**config.mk**
```make
export PLATFORM = sky130hd
export DESIGN_NAME = truth_table_sequencer
export DESIGN_NICKNAME = d
export VERILOG_FILES = /design/src/rtl/truth_table_sequencer.sv
export SDC_FILE = /design/constraint.sdc
export NUM_CORES = 1
export LEC_CHECK = 0
export CORE_MARGIN = 4
export CORE_UTILIZATION = 50
export DETAILED_ROUTE_END_ITERATION = 12
export PLACE_DENSITY_LB_ADDON = 0.1
export SLEW_MARGIN = 20
export SYNTH_ARGS = -nofsm -noshare
export SYNTH_HDL_FRONTEND = slang
export SYNTH_SLANG_ARGS = --single-unit
```
**constraint.sdc**
```tcl
create_clock -name clk -period 4.35 [get_ports clk]
set_input_delay 0.435 -clock clk [delete_from_list [all_inputs] [get_ports clk]]
set_output_delay 0.435 -clock clk [all_outputs]
set_load 0.02 [all_outputs]
```
**src/rtl/truth_table_sequencer.sv**
```systemverilog
// Exhaustive 4-input sweep generator and checker for y = a&~b | c&~d.
// Each vector is held DWELL cycles; y_in is sampled on the last cycle of the dwell.
module truth_table_sequencer #(
  parameter int DWELL = 10
) (
  input  logic       clk,
  input  logic       rst_n,
  input  logic       start,
  input  logic       y_in,
  output logic       a,
  output logic       b,
  output logic       c,
  output logic       d,
  output logic [3:0] vec_idx,
  output logic       busy,
  output logic       done,
  output logic       pass,
  output logic       mismatch,
  output logic [4:0] err_count,
  output logic [3:0] fail_idx
);

  localparam logic [7:0] DWELL_LAST = 8'(DWELL - 1);

  typedef enum logic [1:0] {
    IDLE = 2'd0,
    RUN  = 2'd1,
    DONE = 2'd2
  } state_t;

  state_t     state_q, state_d;
  logic [7:0] dwell_q, dwell_d;
  logic [3:0] vec_idx_q, vec_idx_d;
  logic       a_q, b_q, c_q, d_q;
  logic       busy_q, busy_d;
  logic       done_q, done_d;
  logic       pass_q, pass_d;
  logic       mismatch_q, mismatch_d;
  logic [4:0] err_count_q, err_count_d;
  logic [3:0] fail_idx_q, fail_idx_d;
  logic       y_exp;

  // Golden response for the vector currently on the stimulus pins.
  assign y_exp = (a_q & ~b_q) | (c_q & ~d_q);

  always_comb begin
    state_d     = state_q;
    dwell_d     = dwell_q;
    vec_idx_d   = vec_idx_q;
    busy_d      = busy_q;
    done_d      = done_q;
    pass_d      = pass_q;
    mismatch_d  = 1'b0;
    err_count_d = err_count_q;
    fail_idx_d  = fail_idx_q;

    case (state_q)
      IDLE, DONE: begin
        if (start) begin
          state_d     = RUN;
          dwell_d     = 8'd0;
          vec_idx_d   = 4'd0;
          err_count_d = 5'd0;
          fail_idx_d  = 4'd0;
          busy_d      = 1'b1;
          done_d      = 1'b0;
          pass_d      = 1'b0;
        end
      end
      RUN: begin
        if (dwell_q == DWELL_LAST) begin
          dwell_d = 8'd0;
          if (y_in != y_exp) begin
            mismatch_d = 1'b1;
            if (err_count_q != 5'd16) err_count_d = err_count_q + 5'd1;
            if (err_count_q == 5'd0)  fail_idx_d  = vec_idx_q;
          end
          if (vec_idx_q == 4'd15) begin
            state_d = DONE;
            busy_d  = 1'b0;
            done_d  = 1'b1;
            pass_d  = (err_count_d == 5'd0);
          end else begin
            vec_idx_d = vec_idx_q + 4'd1;
          end
        end else begin
          dwell_d = dwell_q + 8'd1;
        end
      end
      default: begin
        // Unreachable encoding: fall back to a clean idle.
        state_d     = IDLE;
        dwell_d     = 8'd0;
        vec_idx_d   = 4'd0;
        busy_d      = 1'b0;
        done_d      = 1'b0;
        pass_d      = 1'b0;
        err_count_d = 5'd0;
        fail_idx_d  = 4'd0;
      end
    endcase
  end

  always_ff @(posedge clk or negedge rst_n) begin
    if (!rst_n) begin
      state_q     <= IDLE;
      dwell_q     <= 8'd0;
      vec_idx_q   <= 4'd0;
      a_q         <= 1'b0;
      b_q         <= 1'b0;
      c_q         <= 1'b0;
      d_q         <= 1'b0;
      busy_q      <= 1'b0;
      done_q      <= 1'b0;
      pass_q      <= 1'b0;
      mismatch_q  <= 1'b0;
      err_count_q <= 5'd0;
      fail_idx_q  <= 4'd0;
    end else begin
      state_q     <= state_d;
      dwell_q     <= dwell_d;
      vec_idx_q   <= vec_idx_d;
      // Stimulus pins are a registered copy of the next index, so they track vec_idx exactly.
      a_q         <= vec_idx_d[3];
      b_q         <= vec_idx_d[2];
      c_q         <= vec_idx_d[1];
      d_q         <= vec_idx_d[0];
      busy_q      <= busy_d;
      done_q      <= done_d;
      pass_q      <= pass_d;
      mismatch_q  <= mismatch_d;
      err_count_q <= err_count_d;
      fail_idx_q  <= fail_idx_d;
    end
  end

  assign a         = a_q;
  assign b         = b_q;
  assign c         = c_q;
  assign d         = d_q;
  assign vec_idx   = vec_idx_q;
  assign busy      = busy_q;
  assign done      = done_q;
  assign pass      = pass_q;
  assign mismatch  = mismatch_q;
  assign err_count = err_count_q;
  assign fail_idx  = fail_idx_q;

endmodule

```
## Yosys cells after proc, flatten, opt, wreduce, memory -nomap -nowiden

Cells that the tools add are included.
Widths: inputs -> output; s select.

| cells by class | value |
|---|---|
| add/subtract/negate cells | 3 |
| equality and inequality tests | 11 |
| mux-type cells | 37 |
| bitwise logic cells | 5 |
| reductions and logical operators | 7 |

Operators with widths:

| operator | count |
|---|---|
| $mux 5 | 6 |
| $mux 4 | 7 |
| $mux 8 | 2 |
| $pmux 4 s2 | 2 |
| $pmux 8 s2 | 1 |
| $mux 1 | 11 |
| $logic_not 5->1 | 2 |
| $ne 2x2->1 const B | 5 |
| $pmux 5 s2 | 1 |
| $add 8x1->8 const B | 1 |
| $eq 8x4->1 const B | 1 |
| $mux 2 | 3 |
| $pmux 1 s2 | 3 |
| $add 5x1->5 const B | 1 |
| $ne 5x5->1 const B | 1 |
| $add 4x1->4 const B | 1 |
| $eq 4x4->1 const B | 1 |
| $pmux 2 s2 | 1 |
| $reduce_and 4->1 | 1 |
| $reduce_and 3->1 | 1 |
| $and 1x1->1 | 2 |
| $eq 2x1->1 const B | 1 |
| $eq 2x2->1 const B | 1 |
| $logic_not 2->1 | 1 |
| other kinds (5) | 6 |

| word-level totals | value |
|---|---|
| bits in registers | 31 |
| input port bits | 4 |
| output and inout bits | 21 |
| word-level logic and storage cells | 76 |

## Logic depth before layout (Yosys ltp)

Gate-level depths: netlist of run 1.

| depth | value |
|---|---|
| depth after elaboration | 11 |
| depth in mapped cells | 8 |
| gate-level depth less buffers | 7 |

## Least setup slack after synthesis of run 1

OpenSTA, ideal clock, no wires.

| timing | value |
|---|---|
| path type | flip-flop to flip-flop |
| start | register vec_idx_q[0] (netlist: vec_idx[0]) |
| end | register pass_q (netlist: pass) |
| arrival | 2012 ps |
| data required time | 4246 ps |
| slack | 2235 ps |
| stages on the path, launching flop included | 8 |
| buffers on the path | 1 |
| period minus slack after synthesis | 2115 ps |
| cell sequence | dfrtp_1 > inv_1 > ha_1 > or3_1 > buf_6 > and3_4 > a2111o_1 > o41ai_2 |

| on the way | value |
|---|---|
| cells in the longest elaborated chain, start to end | 3 |

RTL lines:

| what | line | source |
|---|---|---|
| start: declaration | 33 | `logic [3:0] vec_idx_q, vec_idx_d;` |
| start signal: assignment | 122 | `vec_idx_q <= vec_idx_d;` |
| $eq 4x4->1 | 78 | `if (vec_idx_q == 4'd15) begin` |
| $ne 2x2->1 (no source line) | - |  |
| $reduce_and 3->1 (no source line) | - |  |
| end signal: assignment | 130 | `pass_q <= pass_d;` |
| end: declaration | 37 | `logic pass_q, pass_d;` |

Every way passes these cells.
A chain may end at the register's enable or synchronous reset.

## Worst setup path after layout of run 1

Same ends and word-level chain as after synthesis.

==> flow_metrics.tcl, run 1 <==
set metrics [dict create \
    drc_errors 0 \
    drtAntennaViolNets 0 \
    hp-class "in2async" \
    path_clk_slew_ns 0.14 \
    grt_pass1_wl_um 5640 \
    internal_power_mw 0.446 \
    max-vdd-ir-drop_mv 0.274 \
    status "finished clean" \
    final_common_cell "dfrtp_1" \
    finalSetupViolCount 0 \
    antenna_found_initial 0 \
    required_ns 4.59 \
    pwr-share-clk 0.172 \
    min_period_over_period 0.489 \
    avgSynthCellArea_um2 9.50 \
    cp-end-kind "register" \
    cts_tree "built" \
    syn_inst 161 \
    synth-seq-cells 26 \
    design.core.area_um2 2830 \
    period_needed_ns 2.13 \
    grt_pass1_vias 1201 \
    slew_violations 0 \
    synth_edf_count 0 \
    critical_path_class "reg2reg" \
    max_freq_mhz 470 \
    cts-resized-gates 0 \
    grt_overflow 0 \
    fp.dieW_um 63.3 \
    numClockSinks 26 \
    ff2ff_path_depth 6 \
    swShare 0.377 \
    io-pin-count 25 \
    worstPathMaxFanout 7 \
    grt_max_degree 27 \
    portBuffers 24 \
    fin_skew_ns 0.00937 \
    yosysSeqAreaShare 0.426 \
    drive_gt1_frac 0.0611 \
    use_met1 0.232 \
    p_switching_mw 0.270 \
    gp_congestion 0.889 \
    place_area_um2 1730 \
    leakage_nw 0.779 \
    vias_per_cell 6.02 \
    syn-num-nets 171 \
    place.detailed.hpwl_um 2350 \
    met3_usage 0.0302 \
    synth_flop_cell "dfrtp_1" \
    diodes 0 \
    combPwrFrac 0.363 \
    grt-busiest-layer "met2" \
    sequentialPowerShare 0.465 \
    relSlewSlack 0.414 \
    layout.nets 191 \
    tightest_slew_ns 0.876 \
    initial_core_util 0.540 \
    final_hold_viol_count 0 \
    synth_cell_type_count 43 \
    fp-row-count 19 \
    async_flop_share 1.00 \
    grt.total_usage 0.175 \
    die_y_um 63.3 \
    worst_ep_arrival_time_ns 2.37 \
    drv_cap 0 \
    final_cell_mix "26 x dfrtp_1, 24 x clkdlybuf4s50_1, 21 x o21ai_0" \
    cts_setup_buffers 0 \
    wl_um 3250 \
    post-route-cell-area_um2 1770 \
    rsz0062_at_grt "no" \
    drt_pass1_iterations 4 \
    met2_usage 0.292 \
    initialDrtViolationCount 93 \
    yosysWarnings 0 \
    cts-htree-levels 1 \
    syn_to_final_growth_pct 15.8 \
    finalSetupTns_ns 0 \
    whs_ns 0.452 \
    clk_latency_ns 0.32 \
    vias 1271 \
    cts_buffer_depth 2 \
    die_area_um2 4010 \
    cts_buffers 3 \
    startpoint_type "register" \
    p_per_area_nw_per_um2 404 \
    wl_per_cell_um 15.4 \
    synth_area_um2 1530 \
    cts_root_buf "clkbuf_4" \
    cts-hold-fix-buffers 0 \
]
worst max-delay path, stage by stage (launching register included):
cell      delay [ns]
dfrtp_1         0.46
inv_1           0.10
ha_1            0.19
or3_1           0.48
and3_4          0.23
a2111o_1        0.39
o41ai_2         0.19
worst paths after layout:
kind / start / to / slack, ns
worst max-delay path: vec_idx[0]$_DFF_PN0_ / pass$_DFFE_PN0P_ / 2.22
worst min-delay path: rst_n / err_count[3]$_DFFE_PN0P_ / 0.45
worst max register to register: vec_idx[0]$_DFF_PN0_ / pass$_DFFE_PN0P_ / 2.22
worst min register to register: fail_idx[0]$_DFFE_PN0P_ / fail_idx[0]$_DFFE_PN0P_ / 0.50
max in group asynchronous: rst_n / dwell_q[1]$_DFFE_PN0P_ / 3.64
min in group clk: fail_idx[0]$_DFFE_PN0P_ / fail_idx[0]$_DFFE_PN0P_ / 0.50
power groups by stage:
stage,clock network [mW],logic [mW],registers [mW]
after detailed placement,0,0.259,0.338
after floorplan,0,0.178,0.344
final,0.123,0.260,0.333
after CTS,0.128,0.261,0.333
after global placement,0,0.255,0.334
after global routing,0.139,0.293,0.343
state kept, by name, summed over array words and instances (netlist names):
signal     count
a              1
busy           1
dwell_q        8
err_count      5
fail_idx       4
mismatch       1
pass           1
state_q        2
vec_idx        3
synth_stat cells (all sizes together) (2+ instances only):
cell type	number	share of area
a21o	4	0.020
xnor2	4	0.023
clkbuf	3	0.020
ha	6	0.049
nand2	11	0.027
nand4	3	0.012
dfrtp	26	0.43
a21oi	10	0.033
nor2b	3	0.012
nand2b	3	0.012
mux2i	2	0.013
buf	7	0.033
nor2	10	0.025
o31ai	3	0.015
inv	8	0.020
or3	3	0.012
o41ai	2	0.016
and3	10	0.045
o21ai	22	0.072
nand3	6	0.023
nor3b	2	0.017
nor4b	2	0.016
a31oi	2	0.0082
through the flow:
step / instances / util / setup WS (ns) / power, mW
detailed placement: 207 / 0.613 / 2.12 / 0.597
global route: 211 / 0.626 / 1.99 / 0.774
floorplan: 161 / - / 2.23 / 0.521
finish: 211 / 0.626 / 2.22 / 0.716
CTS: 211 / 0.626 / 2.22 / 0.722
global placement: 207 / 0.613 / 2.17 / 0.589
kinds of logic after synthesis:
logic type,Yosys count,synth area share
muxes,2,0.0131
xor gates and xnor gates,4,0.0229
buffers and inverters,18,0.0728
adders and majority gates,6,0.0491
DFF,26,0.426
AOI/OAI and AO/OA,48,0.194
and+or+nand+nor,57,0.223
cell type report:
class | count | area [um^2]
Timing Repair Buffer | 25 | 248
Tap cell | 31 | 38.8
Inverter | 8 | 30.0
Sequential cell | 26 | 651
Clock buffer | 4 | 36.3
Multi-Input combinational cell | 117 | 767
Fill cell | 243 | 1060
layer usage:
layer | wire length [um] | vias to the layer above
li1 | - | 614
met1 | 1550 | 615
met2 | 1520 | 38
met3 | 136 | 4
met4 | 36 | 0
met5 | 0 | -
(Power assumes the default switching activity.)
==> run 2: changes to the inputs <==
==> constraint.sdc (replaced) <==
create_clock -name clk -period 1.99 [get_ports clk]
set_input_delay 0.199 -clock clk [delete_from_list [all_inputs] [get_ports clk]]
set_output_delay 0.199 -clock clk [all_outputs]
set_load 0.02 [all_outputs]
==> flow_metrics.tcl, run 2 (synthesis results as in run 1) <==
set metrics [dict create \
    combPwrFrac 0.418 \
    rrSetupSlack_ns 0.11 \
    layout.nets 208 \
    status "finished clean" \
    placedCellCount 224 \
    cp_slowest_cell "dfrtp_2" \
    grt_overflow 0 \
    syn_to_final_growth_pct 25.0 \
    worst_slack_ns 0.111 \
    register_area_um2 653 \
    cts_buffers 3 \
    path_clk_slew_ns 0.14 \
    fp-row-count 19 \
    required_ns 2.22 \
    die_y_um 63.3 \
    grt_pass1_vias 1334 \
    p_per_area_nw_per_um2 883 \
    hp-class "in2async" \
    diodes 0 \
    multi_input_area_um2 778 \
    place.detailed.hpwl_um 2790 \
    worstPathMaxFanout 2 \
    fp.dieW_um 63.3 \
    initialDrtViolationCount 101 \
    ff2ff_path_depth 6 \
    grt_pass1_wl_um 6480 \
    sequentialPowerShare 0.425 \
    cp_slowest_stage_delay_ns 0.40 \
    fillers 227 \
    die_area_um2 4010 \
    initial_core_util 0.540 \
    cts-resized-gates 0 \
    cts_root_buf "clkbuf_4" \
    antenna_found_initial 0 \
    final_cell_mix "24 x dfrtp_1, 24 x clkdlybuf4s50_1, 20 x o21ai_0" \
    rsz0062_at_grt "yes" \
    final_cells 228 \
    min_period_over_period 0.944 \
    grt_max_degree 27 \
    cp-end-kind "register" \
    wl_um 3720 \
    relSlewSlack 0.714 \
    pwr-share-clk 0.157 \
    gp_congestion 0.870 \
    finalSetupViolCount 0 \
    worst_ep_arrival_time_ns 2.11 \
    drc_errors 0 \
    crit_chain "inv_2 > ha_2 > or3_1 > and3_4 > a2111o_1 > o41ai_2" \
    drv_cap 0 \
    portBuffers 24 \
    drt_pass1_iterations 4 \
    p_switching_mw 0.632 \
    drtAntennaViolNets 0 \
    max-vdd-ir-drop_mv 0.594 \
    startpoint_type "register" \
    critical_path_class "reg2reg" \
    swShare 0.374 \
    cts_buffer_depth 2 \
    numClockSinks 26 \
    leakage_nw 0.865 \
    internal_power_mw 1.06 \
    clk_latency_ns 0.32 \
    max_freq_mhz 532 \
    largest_register_ff_count 8 \
    worstReg2RegEnd "pass$_DFFE_PN0P_" \
    final_hold_viol_count 0 \
    design.core.area_um2 2830 \
    startpoint "vec_idx[0]$_DFF_PN0_" \
    cts_setup_buffers 0 \
    slew_violations 0 \
    period_needed_ns 1.88 \
    fin_skew_ns 0.00638 \
    grt.total_usage 0.200 \
    final_util 0.676 \
    reg2reg_from "vec_idx[0]$_DFF_PN0_" \
    drive_gt1_frac 0.162 \
    io-pin-count 25 \
    cts-htree-levels 1 \
    cp-endpoint "pass$_DFFE_PN0P_" \
    cts-hold-fix-buffers 0 \
    wl_per_cell_um 16.3 \
    cts_tree "built" \
    vias 1353 \
    regMostFlops "dwell_q" \
    dp_slack_ns 0.0732 \
    vias_per_cell 5.93 \
    tightest_slew_ns 0.426 \
]
==> run 2: power by group through the flow <==
| stage | logic (mW) | registers, mW | clock network (mW) |
|---|---|---|---|
| floorplan | 0.390 | 0.755 | 0 |
| global placement | 0.670 | 0.711 | 0 |
| detailed placement | 0.681 | 0.720 | 0 |
| CTS | 0.687 | 0.710 | 0.281 |
| global route | 0.792 | 0.731 | 0.308 |
| finish | 0.705 | 0.717 | 0.266 |
==> run 2: per-layer routing <==
layer  GRT usage  share of wire  wire length (um)
met1       0.270           0.46              1720
met2       0.333           0.49              1810
met3      0.0320          0.042               157
met4      0.0539          0.010                38
met5           0              0                 0
==> run 2: critical path: cells and delay by family, from the launching register on <==
| family | cells | cell delay (ns) |
|---|---|---|
| simple gates | 2 | 0.60 |
| fa+ha+maj | 1 | 0.17 |
| buf+inv | 1 | 0.05 |
| compound gates | 2 | 0.59 |
| flops | 1 | 0.40 |
==> run 2: area by class of cell <==
class / count / area share
repair buffers: 42 / 0.196
well taps: 31 / 0.0203
multi-input cells: 117 / 0.407
clock buffers: 4 / 0.0190
inverters: 8 / 0.0157
flip-flops and latches: 26 / 0.342
==> run 2: through the flow <==
stage	TNS (ns)	hold slack (ns)	area, um^2	total power, mW
after global routing	-0.0142	0.243	1910	1.83
after floorplan	0	-0.0966	1530	1.14
final	0	0.228	1910	1.69
after CTS	0	0.227	1900	1.68
after global placement	0	0.466	1870	1.38
after detailed placement	0	0.468	1870	1.40
==> run 2: worst min-delay path by stage <==
stage / start / endpoint
CTS: rst_n / pass$_DFFE_PN0P_
finish: rst_n / pass$_DFFE_PN0P_
global route: rst_n / pass$_DFFE_PN0P_
floorplan: rst_n / a$_DFF_PN0_
global placement: fail_idx[0]$_DFFE_PN0P_ / fail_idx[0]$_DFFE_PN0P_
detailed placement: fail_idx[0]$_DFFE_PN0P_ / fail_idx[0]$_DFFE_PN0P_
